===== src/rtl/uart_pkg.sv =====
// Shared UART definitions: baud/parity codes, rx states and
// the oversample divisor helper used by the receive path.
package uart_pkg;

    localparam int unsigned OVERSAMPLE = 16;

    typedef enum logic [1:0] {
        BAUD_2400  = 2'b00,
        BAUD_4800  = 2'b01,
        BAUD_9600  = 2'b10,
        BAUD_19200 = 2'b11
    } baud_e;

    localparam logic [1:0] PAR_NONE = 2'b00;
    localparam logic [1:0] PAR_ODD  = 2'b01;
    localparam logic [1:0] PAR_EVEN = 2'b10;

    typedef enum logic [2:0] {
        RX_IDLE,
        RX_START,
        RX_DATA,
        RX_PARITY,
        RX_STOP
    } rx_state_e;

    function automatic int unsigned baud_of(input logic [1:0] code);
        int unsigned b;
        b = 2400;
        if (code == BAUD_4800)  b = 4800;
        if (code == BAUD_9600)  b = 9600;
        if (code == BAUD_19200) b = 19200;
        return b;
    endfunction

    function automatic int unsigned div_of(input int unsigned clk_hz,
                                           input logic [1:0] code);
        return clk_hz / (baud_of(code) * OVERSAMPLE);
    endfunction

    // Code 11 shares the "no parity bit" meaning with 00.
    function automatic logic par_en(input logic [1:0] pt);
        return !(pt == PAR_NONE || pt == (PAR_ODD | PAR_EVEN));
    endfunction

endpackage


===== src/rtl/uart_rx_sipo_if.sv =====
// Serial line, config and received-byte bundle of the UART receiver.
// The slave side is the receiver; the master side drives the line.
interface uart_rx_sipo_if;

    logic       data_rx;
    logic [1:0] baud_rate;
    logic [1:0] parity_type;
    logic [7:0] data_out;
    logic       done_flag;
    logic       active_flag;
    logic       parity_error;
    logic       stop_error;

    modport master (
        output data_rx, baud_rate, parity_type,
        input  data_out, done_flag, active_flag,
        input  parity_error, stop_error
    );

    modport slave (
        input  data_rx, baud_rate, parity_type,
        output data_out, done_flag, active_flag,
        output parity_error, stop_error
    );

endinterface


===== src/rtl/rx_os_tick.sv =====
// 16x oversample prescaler: one-clock tick every DIV clocks,
// held at zero while restart is high.
module rx_os_tick
    import uart_pkg::*;
#(
    parameter int unsigned CLK_FREQ = 50000000
) (
    input  logic       clock,
    input  logic       reset_n,
    input  logic [1:0] baud_sel,
    input  logic       restart,
    output logic       tick
);

    localparam logic [15:0] DIV0 = 16'(div_of(CLK_FREQ, 2'b00));
    localparam logic [15:0] DIV1 = 16'(div_of(CLK_FREQ, 2'b01));
    localparam logic [15:0] DIV2 = 16'(div_of(CLK_FREQ, 2'b10));
    localparam logic [15:0] DIV3 = 16'(div_of(CLK_FREQ, 2'b11));

    logic [15:0] lim;
    logic [15:0] cnt_q, cnt_d;

    always_comb begin
        lim = DIV0 - 16'd1;
        unique case (baud_sel)
            2'b00: lim = DIV0 - 16'd1;
            2'b01: lim = DIV1 - 16'd1;
            2'b10: lim = DIV2 - 16'd1;
            2'b11: lim = DIV3 - 16'd1;
        endcase
    end

    assign tick = !restart && (cnt_q == lim);

    always_comb begin
        cnt_d = cnt_q + 16'd1;
        if (restart || tick) cnt_d = '0;
    end

    always_ff @(posedge clock or negedge reset_n) begin
        if (!reset_n) cnt_q <= '0;
        else          cnt_q <= cnt_d;
    end

endmodule


===== src/rtl/uart_rx_sipo.sv =====
// UART receiver: synchronise line, find start bit mid-point,
// shift 8 bits LSB first, check parity/stop, pulse done.
module uart_rx_sipo
    import uart_pkg::*;
#(
    parameter int unsigned CLK_FREQ   = 50000000,
    parameter int unsigned OVERSAMPLE = 16
) (
    input logic           clock,
    input logic           reset_n,
    uart_rx_sipo_if.slave bus
);

    localparam logic [3:0] MID  = 4'(OVERSAMPLE / 2 - 1);
    localparam logic [3:0] LAST = 4'(OVERSAMPLE - 1);

    logic      s1_q, rxs_q;
    rx_state_e state_q, state_d;
    logic [1:0] baud_q, baud_d, par_q, par_d;
    logic [3:0] tcnt_q, tcnt_d;
    logic [2:0] bcnt_q, bcnt_d;
    logic [7:0] sh_q, sh_d, dout_q, dout_d;
    logic pbad_q, pbad_d, done_q, done_d;
    logic perr_q, perr_d, serr_q, serr_d;
    logic armed_q, armed_d;
    logic tick, mid, full, restart, start_det, fin, active;

    always_ff @(posedge clock or negedge reset_n) begin
        if (!reset_n) begin
            s1_q  <= 1'b1;
            rxs_q <= 1'b1;
        end else begin
            s1_q  <= bus.data_rx;
            rxs_q <= s1_q;
        end
    end

    rx_os_tick #(.CLK_FREQ(CLK_FREQ)) u_tick (
        .clock    (clock),
        .reset_n  (reset_n),
        .baud_sel (baud_q),
        .restart  (restart),
        .tick     (tick)
    );

    assign mid  = tick && (tcnt_q == MID);
    assign full = tick && (tcnt_q == LAST);
    // A held-low line after a bad stop must go high before re-arming.
    assign start_det = (state_q == RX_IDLE) && !rxs_q && armed_q;

    always_ff @(posedge clock or negedge reset_n) begin
        if (!reset_n) state_q <= RX_IDLE;
        else          state_q <= state_d;
    end

    always_comb begin
        state_d = state_q;
        unique case (state_q)
            RX_IDLE:   if (start_det) state_d = RX_START;
            RX_START:  if (mid) state_d = rxs_q ? RX_IDLE : RX_DATA;
            RX_DATA:
                if (full && bcnt_q == 3'd7)
                    state_d = par_en(par_q) ? RX_PARITY : RX_STOP;
            RX_PARITY: if (full) state_d = RX_STOP;
            RX_STOP:   if (full) state_d = RX_IDLE;
            default:   state_d = RX_IDLE;
        endcase
    end

    always_comb begin
        active  = (state_q != RX_IDLE);
        restart = (state_q == RX_IDLE);
        fin     = (state_q == RX_STOP) && full;
    end

    always_comb begin
        baud_d  = baud_q;
        par_d   = par_q;
        tcnt_d  = tick ? tcnt_q + 4'd1 : tcnt_q;
        bcnt_d  = bcnt_q;
        sh_d    = sh_q;
        pbad_d  = pbad_q;
        dout_d  = dout_q;
        perr_d  = perr_q;
        serr_d  = serr_q;
        done_d  = fin;
        armed_d = rxs_q ? 1'b1 : (fin ? 1'b0 : armed_q);
        if (start_det) begin
            baud_d = bus.baud_rate;
            par_d  = bus.parity_type;
        end
        if (restart || (state_q == RX_START && mid)) tcnt_d = '0;
        if (state_q == RX_START && mid) begin
            bcnt_d = '0;
            pbad_d = 1'b0;
        end
        if (state_q == RX_DATA && full) begin
            sh_d   = {rxs_q, sh_q[7:1]};
            bcnt_d = bcnt_q + 3'd1;
        end
        if (state_q == RX_PARITY && full)
            pbad_d = rxs_q ^ (^sh_q) ^ (par_q == PAR_ODD);
        if (fin) begin
            dout_d = sh_q;
            perr_d = pbad_q;
            serr_d = ~rxs_q;
        end
    end

    always_ff @(posedge clock or negedge reset_n) begin
        if (!reset_n) begin
            baud_q  <= '0;
            par_q   <= '0;
            tcnt_q  <= '0;
            bcnt_q  <= '0;
            sh_q    <= '0;
            pbad_q  <= 1'b0;
            dout_q  <= '0;
            perr_q  <= 1'b0;
            serr_q  <= 1'b0;
            done_q  <= 1'b0;
            armed_q <= 1'b1;
        end else begin
            baud_q  <= baud_d;
            par_q   <= par_d;
            tcnt_q  <= tcnt_d;
            bcnt_q  <= bcnt_d;
            sh_q    <= sh_d;
            pbad_q  <= pbad_d;
            dout_q  <= dout_d;
            perr_q  <= perr_d;
            serr_q  <= serr_d;
            done_q  <= done_d;
            armed_q <= armed_d;
        end
    end

    assign bus.data_out     = dout_q;
    assign bus.done_flag    = done_q;
    assign bus.active_flag  = active;
    assign bus.parity_error = perr_q;
    assign bus.stop_error   = serr_q;

endmodule


===== src/flat_wrapper.sv =====
// flat-port wrapper written by rule: the top's interface ports become plain ports
module uart_rx_sipo_flat import uart_pkg::*;
#(
    parameter int unsigned CLK_FREQ   = 50000000,
    parameter int unsigned OVERSAMPLE = 16
)
  (clock, reset_n, bus_data_rx, bus_baud_rate, bus_parity_type, bus_data_out, bus_done_flag, bus_active_flag, bus_parity_error, bus_stop_error);
  uart_rx_sipo_if bus_i ();
  input logic clock;
  input logic reset_n;
  input wire logic [$bits(bus_i.data_rx)-1:0] bus_data_rx;
  input wire logic [$bits(bus_i.baud_rate)-1:0] bus_baud_rate;
  input wire logic [$bits(bus_i.parity_type)-1:0] bus_parity_type;
  output wire logic [$bits(bus_i.data_out)-1:0] bus_data_out;
  output wire logic [$bits(bus_i.done_flag)-1:0] bus_done_flag;
  output wire logic [$bits(bus_i.active_flag)-1:0] bus_active_flag;
  output wire logic [$bits(bus_i.parity_error)-1:0] bus_parity_error;
  output wire logic [$bits(bus_i.stop_error)-1:0] bus_stop_error;
  assign bus_i.data_rx = bus_data_rx;
  assign bus_i.baud_rate = bus_baud_rate;
  assign bus_i.parity_type = bus_parity_type;
  assign bus_data_out = bus_i.data_out;
  assign bus_done_flag = bus_i.done_flag;
  assign bus_active_flag = bus_i.active_flag;
  assign bus_parity_error = bus_i.parity_error;
  assign bus_stop_error = bus_i.stop_error;
  uart_rx_sipo #(.CLK_FREQ(CLK_FREQ), .OVERSAMPLE(OVERSAMPLE)) u_core (.clock(clock), .reset_n(reset_n), .bus(bus_i));
endmodule

===== config.mk =====
export PLATFORM = sky130hd
export DESIGN_NAME = uart_rx_sipo_flat
export DESIGN_NICKNAME = d
export VERILOG_FILES = /design/src/rtl/uart_pkg.sv /design/src/rtl/uart_rx_sipo_if.sv /design/src/rtl/rx_os_tick.sv /design/src/rtl/uart_rx_sipo.sv /design/src/flat_wrapper.sv
export SDC_FILE = /design/constraint.sdc
export NUM_CORES = 1
export LEC_CHECK = 0
export ABC_CLOCK_PERIOD_IN_PS = 3400
export CAP_MARGIN = 10
export CORE_MARGIN = 2
export CORE_UTILIZATION = 30
export CTS_CLUSTER_DIAMETER = 150
export CTS_CLUSTER_SIZE = 20
export DETAILED_ROUTE_END_ITERATION = 8
export PLACE_DENSITY = 0.47
export SYNTH_ARGS = -nofsm -noshare
export SYNTH_HDL_FRONTEND = slang
export SYNTH_SLANG_ARGS = --single-unit

===== constraint.sdc =====
create_clock -name clock -period 3.4 [get_ports clock]
set_input_delay 0.51 -clock clock [delete_from_list [all_inputs] [get_ports clock]]
set_output_delay 0.51 -clock clock [all_outputs]
set_load 0.005 [all_outputs]

==> results.yml, run 1 <==
sta:
  fin_crit_sh_pct: 90.5
  finalClockSkew_ps: 8.67
  slew_headroom_pct: 49.8
  finalSetupViolCount: 0
  fmax_mhz: 325
  min_period_ps: 3080
  final_max_slew_viol_count: 0
  rsz0062_at_grt: "false"
  tightestPinTransition_ps: 753
  fin_tns_setup_ps: 0
  finalHoldViolations: 0
detailed_routing:
  ant_nets: 0
  avgRoutedWirePerCell_microns: 13.9
  drc: 0
  routed_wl_mm: 5.35
  firstDrtPassIters: 4
  routed_via_density: 4.88
  drtIter0Drc: 131
  vias: 1872
global_route:
  grt_start_max_net_pins: 34
  grt_pass1_vias: 1894
  antenna_found_initial: 0
  track_usage_pct: 11.8
  grt_pass1_wl_mm: 9.34
  grt-ovfl-total: 0
worst_setup_path:
  critical_path.top_delay_family: "simple AND/OR/NAND/NOR gates"
  worstRegToRegCells: 6
  cp_cell_sequence: "ha_1 -> or4_1 -> a211o_1 -> nor4_1 -> and4_1 -> mux2_2"
  cp_data_required_time_ps: 3600
  cp-end-kind: "flop"
  critPathSlowestCell: "and4_1"
  cp_max_fo: 10
  cp.arrival_ps: 3280
  r2r-end: "u_core.bus.parity_error"
  critPathBufInv: 0
  cp-start-kind: "flop"
  slowest_delay_ps: 620
  rrSetupSlack_ps: 320
  critPathKind: "reg -> reg"
  r2r_start: "u_core.baud_q[0]"
logic_synthesis:
  synth_edf_count: 0
  postSynthAreaPerCell_sq_um: 10.5
  ys_async_sr_fraction_pct: 100
  ys_ff_latch: 53
  synthFlopType: "dfrtp_1"
  synth_area_leaders: "dfrtp_1 47%, mux2_2 7.6%, xnor2_1 6.9%, ha_1 4.2%, nor2_1 3.2%"
  synth_largest_area_cell: "dfrtp_1"
  synth_warnings: 0
  synth_common_cells: "50 x dfrtp_1, 23 x nor2_1, 21 x xnor2_1, 18 x mux2_2, 17 x nand2_1"
  synth.distinct_cells: 38
  synth_fp_nets: 269
  netlist_instances: 253
  synth_most_common_cell: "dfrtp_1"
  synth.top_cell.area_share_pct: 46.9
  syn_area_sq_um: 2670
  ys_seq_area_share_pct: 49.9
floorplan:
  dieWidth_microns: 98.3
  start_util_pct: 30.7
  core_area_sq_um: 8680
  core.rowCount: 34
  design.die.area_sq_um: 9660
  die_y_microns: 98.3
  ios: 19
clock_network:
  cts_tree: "yes"
  path_clk_slew_ps: 100
  clk_path_buf_depth: 2
  postCtsSetupBuffers: 0
  cts_max_level: 2
  clkLatencyLatePin_ps: 310
  holdBufCountCts: 0
  cts.sinks: 53
  cts_buffers: 5
  clock-root-buffer: "clkbuf_8"
  ctsResizeCount: 0
cells_and_area:
  nFillCells: 895
  drive_above_1_share_pct: 13.4
  area_delta_synth_final_pct: 15.0
  antenna_cells: 0
  nets: 291
  design_area_sq_um: 3070
  final_cells: 384
place:
  dp.cells: 376
  io_buffers: 18
  place_congestion: 0.772
  place_hpwl_mm: 3.89
  placed_cell_area_sq_um: 2970
power_and_ir_drop:
  p_leak_nw: 1.35
  powerDensity_nw_per_um2: 499
  max-vdd-ir-drop_mv: 0.211
  p_total_mw: 1.53
outcome:
  outcome: "finished clean"
hold_path:
  hp-class: "in -> async"
flow_run:
  maxCapViolCount: 0
sequential cells by signal, indices dropped and copies added (netlist names):
| name | count |
|---|---|
| u_core.bus.parity_error | 1 |
| u_core.tcnt_q | 4 |
| u_core.rxs_q | 1 |
| u_core.u_tick.cnt_q | 16 |
| u_core.armed_q | 1 |
| u_core.sh_q | 8 |
| u_core.pbad_q | 1 |
| u_core.bcnt_q | 3 |
| u_core.par_q | 2 |
| u_core.bus.done_flag | 1 |
| u_core.s1_q | 1 |
| u_core.state_q | 3 |
| u_core.bus.data_out | 8 |
| u_core.baud_q | 2 |
| u_core.bus.stop_error | 1 |
cell families (layout without fill, tap and decap cells):
group | Yosys count | in the layout | synth area share [%]
fa+ha+maj | 9 | 9 | 4.22
mux | 20 | 20 | 8.35
flops | 53 | 53 | 49.9
compound gates | 27 | 27 | 6.47
simple gates | 97 | 97 | 18.9
xor+xnor | 28 | 28 | 9.19
buf+inv | 19 | 42 | 3.05
final cells by class:
type                       instances  area [sq um]  area share (%)
timing repair buffer              22           205            6.69
clock inverter                     2          13.8           0.449
clock buffer                       6          82.6            2.69
multi-input combinational        181          1260            40.9
inverter                          12          45.0            1.47
sequential                        53          1330            43.4
tap                              108           135            4.40
worst max-delay path by stage:
stage	cells past startpoint	slack [ps]	to	startpoint
finish	6	320	u_core.bus.parity_error	u_core.baud_q[0]
global route	6	130	u_core.bus.data_out[2]	u_core.baud_q[0]
CTS	6	300	u_core.bus.parity_error	u_core.baud_q[0]
detailed placement	6	320	u_core.bus.data_out[2]	u_core.baud_q[0]
global placement	6	430	u_core.bus.data_out[5]	u_core.baud_q[0]
floorplan	7	580	u_core.bus.data_out[0]	u_core.baud_q[0]
metal layers:
layer / track usage, % / share of wire [%] / vias up
li1: - / - / 939
met1: 17.7 / 53 / 905
met2: 17.6 / 43 / 21
met3: 1.72 / 2.0 / 7
met4: 3.48 / 1.3 / 0
met5: 0 / 0 / -
through the flow:
stage	util [%]	hold slack, ps	setup WS, ps
3_5_place_dp	34.2	347	323
3_3_place_gp	34.2	346	429
5_1_grt	35.4	323	134
6_report	35.4	263	321
2_1_floorplan	-	214	576
4_1_cts	35.4	297	305
power by group:
group	internal, mW	total [mW]	leakage (nW)	switching [mW]
Clock	0.166	0.377	0.0512	0.211
Sequential	0.692	0.768	0.712	0.0757
Combinational	0.167	0.386	0.587	0.219
Total	1.02	1.53	1.35	0.506
cell usage in the layout, fill, tap and decap left out, types with 2 or more instances in the layout:
cell type        count
a21oi_1              4
and3_1               8
buf_4                4
clkbuf_8             6
clkdlybuf4s50_1     17
dfrtp_1             50
dfstp_2              3
ha_1                 9
inv_1               12
mux2_2              18
mux2i_1              2
nand2_1             17
nand2b_1             2
nand3_1             16
nand4_1              6
nor2_1              23
nor3_1               7
nor3b_1              2
nor4_1               4
o211ai_1             5
o21ai_0             10
or3b_2               2
or4_1                5
xnor2_1             21
xor2_1               7
Note: power is estimated with default switching activity, not from simulation.
==> run 2: changes to the inputs <==
--- a/config.mk
+++ b/config.mk
@@ -5,14 +5,14 @@
 export SDC_FILE = /design/constraint.sdc
 export NUM_CORES = 1
 export LEC_CHECK = 0
-export ABC_CLOCK_PERIOD_IN_PS = 3400
+export ABC_CLOCK_PERIOD_IN_PS = 2800
 export CAP_MARGIN = 10
 export CORE_MARGIN = 2
 export CORE_UTILIZATION = 30
 export CTS_CLUSTER_DIAMETER = 150
 export CTS_CLUSTER_SIZE = 20
 export DETAILED_ROUTE_END_ITERATION = 8
-export PLACE_DENSITY = 0.47
+export PLACE_DENSITY = 0.49
 export SYNTH_ARGS = -nofsm -noshare
 export SYNTH_HDL_FRONTEND = slang
 export SYNTH_SLANG_ARGS = --single-unit
==> constraint.sdc (replaced) <==
create_clock -name clock -period 2.8 [get_ports clock]
set_input_delay 0.42 -clock clock [delete_from_list [all_inputs] [get_ports clock]]
set_output_delay 0.42 -clock clock [all_outputs]
set_load 0.005 [all_outputs]
==> run 2 against run 1 <==
Clock power rose by 19%. Register-to-register slack worse by 240 ps. Setup slack got worse by 240 ps. Power up 26%. Via count grew 0.16%. Core utilization up 1.2 points. Hold slack got worse by 53 ps. Sequential power rose by 20%. Clock skew is 0.68 ps higher. Largest cell class unchanged. Maximum frequency increased by 13%. Wire length decreased by 3.0%. Largest power group unchanged. Final area up 3.3%.
==> results.yml, run 2 (same netlist as run 1, synthesis figures left out) <==
cells_and_area:
  multiInputGateArea_sq_um: 1280
  area_delta_synth_final_pct: 18.8
  area.sequential_sq_um: 1330
  antenna_cells: 0
  layout_common_cells: "50 x dfrtp_1, 23 x nor2_1, 21 x xnor2_1"
  nFillCells: 871
  nets: 297
  design_area_sq_um: 3170
  mostFrequentLayoutCell: "dfrtp_1"
  final_core_util_pct: 36.5
  drive_above_1_share_pct: 17.0
  final_cells: 390
  regMostFlops: "u_core.u_tick.cnt_q"
  largest_reg_flops: 16
power_and_ir_drop:
  powerDensity_nw_per_um2: 608
  p_leak_nw: 1.39
  max-vdd-ir-drop_mv: 0.266
  p_total_mw: 1.93
floorplan:
  design.die.area_sq_um: 9660
  dieWidth_microns: 98.3
  core.rowCount: 34
  die_y_microns: 98.3
  start_util_pct: 30.7
  ios: 19
  core_area_sq_um: 8680
place:
  place_ws_ps: -2.44
  io_buffers: 18
  placed_cell_area_sq_um: 3050
  place_congestion: 0.791
  dp.cells: 381
  place_hpwl_mm: 3.72
detailed_routing:
  firstDrtPassIters: 4
  drtIter0Drc: 69
  routed_wl_mm: 5.18
  vias: 1875
  ant_nets: 0
  drc: 0
  avgRoutedWirePerCell_microns: 13.3
  routed_via_density: 4.81
sta:
  setup_ws_ps: 85.2
  finalClockSkew_ps: 9.35
  finalHoldViolations: 0
  fin_crit_sh_pct: 97.0
  hold_slack_ps: 210
  final_max_slew_viol_count: 0
  tightestPinTransition_ps: 669
  fmax_mhz: 368
  fin_tns_setup_ps: 0
  slew_headroom_pct: 55.4
  min_period_ps: 2710
  finalSetupViolCount: 0
worst_setup_path:
  cp-start-kind: "flop"
  cp_data_required_time_ps: 3040
  cp.arrival_ps: 2960
  cp-end-kind: "flop"
  critPathKind: "reg -> reg"
  worstRegToRegCells: 7
  r2r-end: "u_core.tcnt_q[3]"
  cp_max_fo: 4
  rrSetupSlack_ps: 90
  r2r_start: "u_core.baud_q[1]"
clock_network:
  cts.sinks: 53
  clk_path_buf_depth: 2
  holdBufCountCts: 0
  cts_buffers: 5
  clock-root-buffer: "clkbuf_8"
  cts_max_level: 2
  clkLatencyLatePin_ps: 310
  cts_tree: "yes"
  path_clk_slew_ps: 100
global_route:
  grt_start_max_net_pins: 54
  grt-ovfl-total: 0
  antenna_found_initial: 0
  grt_pass1_vias: 1884
  grt_pass1_wl_mm: 9.20
  track_usage_pct: 11.7
outcome:
  outcome: "finished clean"
flow_run:
  maxCapViolCount: 0
hold_path:
  hp-class: "in -> async"
## run 2: per-layer routing
| metal | routed length (microns) | part of all wire [%] | GRT usage [%] |
|---|---|---|---|
| met5 | 0 | 0 | 0 |
| met4 | 87 | 1.7 | 3.79 |
| met3 | 106 | 2.0 | 1.72 |
| met2 | 2270 | 44 | 17.4 |
| met1 | 2720 | 52 | 17.4 |
## run 2: final cells by class
class / instances / share of cell area [%]
clock inverters: 3 / 0.829
clock buffers: 5 / 2.17
repair buffers: 28 / 9.08
flip-flops and latches: 53 / 42.0
inverters: 12 / 1.42
well taps: 108 / 4.26
multi-input cells: 181 / 40.3
## run 2: worst max path at each step
| stage | cells after the start | slack [ps] | to | startpoint |
|---|---|---|---|---|
| after global placement | 7 | 70 | u_core.tcnt_q[3] | u_core.baud_q[1] |
| after CTS | 7 | 20 | u_core.tcnt_q[3] | u_core.baud_q[1] |
| after floorplan | 7 | 100 | u_core.bus.data_out[0] | u_core.baud_q[0] |
| final | 7 | 90 | u_core.tcnt_q[3] | u_core.baud_q[1] |
| after detailed placement | 7 | -2 | u_core.tcnt_q[3] | u_core.baud_q[1] |
| after global routing | 8 | -1 | u_core.bus.data_out[1] | u_core.baud_q[1] |
## run 2: where the power goes
group / internal [mW] / switching, mW
Sequential: 0.840 / 0.0789
Clock: 0.183 / 0.267
Combinational: 0.254 / 0.304
Total: 1.28 / 0.649
## run 2: critical path, stage by stage (launching register included)
cell and delay, ps:
dfrtp_1 360, inv_1 80, ha_2 190, or4_4 530, a211o_1 300, or4_4 530, or4_4 530, a21oi_2 120
## run 2: repair_timing
| item | CTS | global route |
|---|---|---|
| endpoints found under the setup margin | 1 | 11 |
| gates resized for setup | 0 | 4 |
| buffers inserted | 1 | 0 |
| pin swaps | 0 | 2 |
==> run 3: changes to the inputs <==
--- a/config.mk
+++ b/config.mk
@@ -7,6 +7,7 @@
 export LEC_CHECK = 0
 export ABC_CLOCK_PERIOD_IN_PS = 2800
 export CAP_MARGIN = 10
+export CORE_ASPECT_RATIO = 1.25
 export CORE_MARGIN = 2
 export CORE_UTILIZATION = 30
 export CTS_CLUSTER_DIAMETER = 150
==> run 3 against run 2 <==
Count of clock-buffer cells in the layout unchanged. Clock skew is essentially flat. Sequential cell count stayed put. Final area rose by 1.4%. First-iteration DRC count down 17%. Power is 1.3% higher. Setup slack gained 9.0 ps. Die area about the same. Maximum frequency is 0.33% higher.
==> results.yml, run 3 (same netlist as run 1, synthesis figures left out) <==
power_and_ir_drop:
  max-vdd-ir-drop_mv: 0.196
  swShare_pct: 33.9
  p_clk_share_pct: 23.5
  p_total_mw: 1.95
  p_int_mw: 1.29
  comb_power_share_pct: 29.7
  sequentialPowerShare_pct: 46.8
  powerDensity_nw_per_um2: 607
  p_leak_nw: 1.41
  p_sw_uw: 661
cells_and_area:
  mostFrequentLayoutCell: "dfrtp_1"
  nFillCells: 898
  final_core_util_pct: 37.1
  nets: 302
  largest_reg_flops: 16
  layout_common_cells: "50 x dfrtp_1, 23 x nor2_1, 21 x xnor2_1"
  antenna_cells: 0
  drive_above_1_share_pct: 18.1
  area.sequential_sq_um: 1330
  multiInputGateArea_sq_um: 1280
  area_delta_synth_final_pct: 20.5
  regMostFlops: "u_core.u_tick.cnt_q"
place:
  place_congestion: 0.804
  place_hpwl_mm: 4.19
  place_ws_ps: 35.0
  io_buffers: 18
sta:
  finalHoldViolations: 0
  setup_ws_ps: 94.2
  finalSetupViolCount: 0
  fin_tns_setup_ps: 0
  slew_headroom_pct: 56.0
  rsz0062_at_grt: "false"
  tightestPinTransition_ps: 654
  finalClockSkew_ps: 9.69
  min_period_ps: 2710
  final_max_slew_viol_count: 0
  fmax_mhz: 370
  fin_crit_sh_pct: 96.6
detailed_routing:
  avgRoutedWirePerCell_microns: 13.5
  routed_via_density: 4.76
  wl_met1_mm: 2.39
  firstDrtPassIters: 4
  met2_length_mm: 2.88
  routed_wl_mm: 5.51
  drtIter0Drc: 57
  drc: 0
  vias: 1939
  dr_wl_met3_microns: 144
  top_layer_used: "met4"
  ant_nets: 0
global_route:
  track_usage_pct: 12.5
  grt_pass1_wl_mm: 9.51
  grt_pass1_vias: 2051
  grt_start_max_net_pins: 22
  grt-ovfl-total: 0
  antenna_found_initial: 0
worst_setup_path:
  cp-start-kind: "flop"
  cp.arrival_ps: 2960
  critPathKind: "reg -> reg"
  cp_data_required_time_ps: 3050
  cp_max_fo: 9
  worstRegToRegCells: 7
  cp-end-kind: "flop"
flow_run:
  maxCapViolCount: 0
floorplan:
  ios: 19
  core_area_sq_um: 8650
  die_y_microns: 109
  start_util_pct: 30.8
  design.die.area_sq_um: 9670
  dieWidth_microns: 88.3
  core.rowCount: 38
outcome:
  outcome: "finished clean"
clock_network:
  cts_tree: "yes"
  clk_path_buf_depth: 2
  path_clk_slew_ps: 110
  cts.sinks: 53
  clock-root-buffer: "clkbuf_8"
  cts_max_level: 2
  cts_buffers: 5
  clkLatencyLatePin_ps: 310
hold_path:
  hp-class: "reg -> reg"
  min_path_cells: 0
## run 3: cell types whose count changed in the layout (fill, tap and decap cells not counted), sizes merged
cell	delta
buf	+4
inv	+1
dlygate4sd3	+1
clkinv	-2
clkinvlp	+1
## run 3: worst paths after layout
kind	from	end	slack [ps]
setup / recovery	u_core.baud_q[0]	u_core.tcnt_q[2]	90
hold / removal	u_core.s1_q	u_core.rxs_q	360
setup reg to reg	u_core.baud_q[0]	u_core.tcnt_q[2]	90
hold reg to reg	u_core.s1_q	u_core.rxs_q	360
max in group asynchronous	reset_n	u_core.armed_q	1660
min in group asynchronous	reset_n	u_core.u_tick.cnt_q[5]	520
## run 3: per-layer routing
| metal | global-route usage [%] | vias to the layer above |
|---|---|---|
| met5 | 0 | - |
| met4 | 3.68 | 0 |
| met3 | 2.48 | 8 |
| met2 | 22.7 | 25 |
| met1 | 14.8 | 950 |
| li1 | - | 956 |
## run 3: cell type report
cell class | count | share of cell area, %
Inverter | 12 | 1.40
Tap cell | 120 | 4.67
Clock inverter | 3 | 0.779
Sequential cell | 53 | 41.4
Clock buffer | 5 | 2.14
Timing Repair Buffer | 33 | 9.93
Multi-Input combinational cell | 181 | 39.7
## run 3: worst max-delay path, stage by stage, from the launching register on
cell and delay [ps]:
dfrtp_1 400, ha_2 200, or4_4 530, a211o_1 290, or4_4 580, buf_6 160, or4_1 390, nand2_1 80
## run 3: per-stage QoR
step	instances	cell area, sq um	hold WS [ps]
floorplan	253	2670	124
global placement	397	3090	331
detailed placement	397	3090	337
CTS	407	3200	364
global route	407	3210	374
finish	407	3210	363
## run 3: power groups by stage
stage | sequential (mW) | combinational, mW | clock [mW]
final | 0.914 | 0.579 | 0.458
after global routing | 0.927 | 0.664 | 0.517
after CTS | 0.915 | 0.583 | 0.479
after detailed placement | 0.931 | 0.568 | 0
after global placement | 0.931 | 0.561 | 0
after floorplan | 0.923 | 0.360 | 0
## run 3: timing repair
action | in CTS | in global routing
resized for setup | 0 | 5
pin swaps | 0 | 4
endpoints found under the setup margin | 2 | 11
setup buffers | 1 | 0
hold endpoints to repair | 10 | 0
hold buffers | 1 | 0
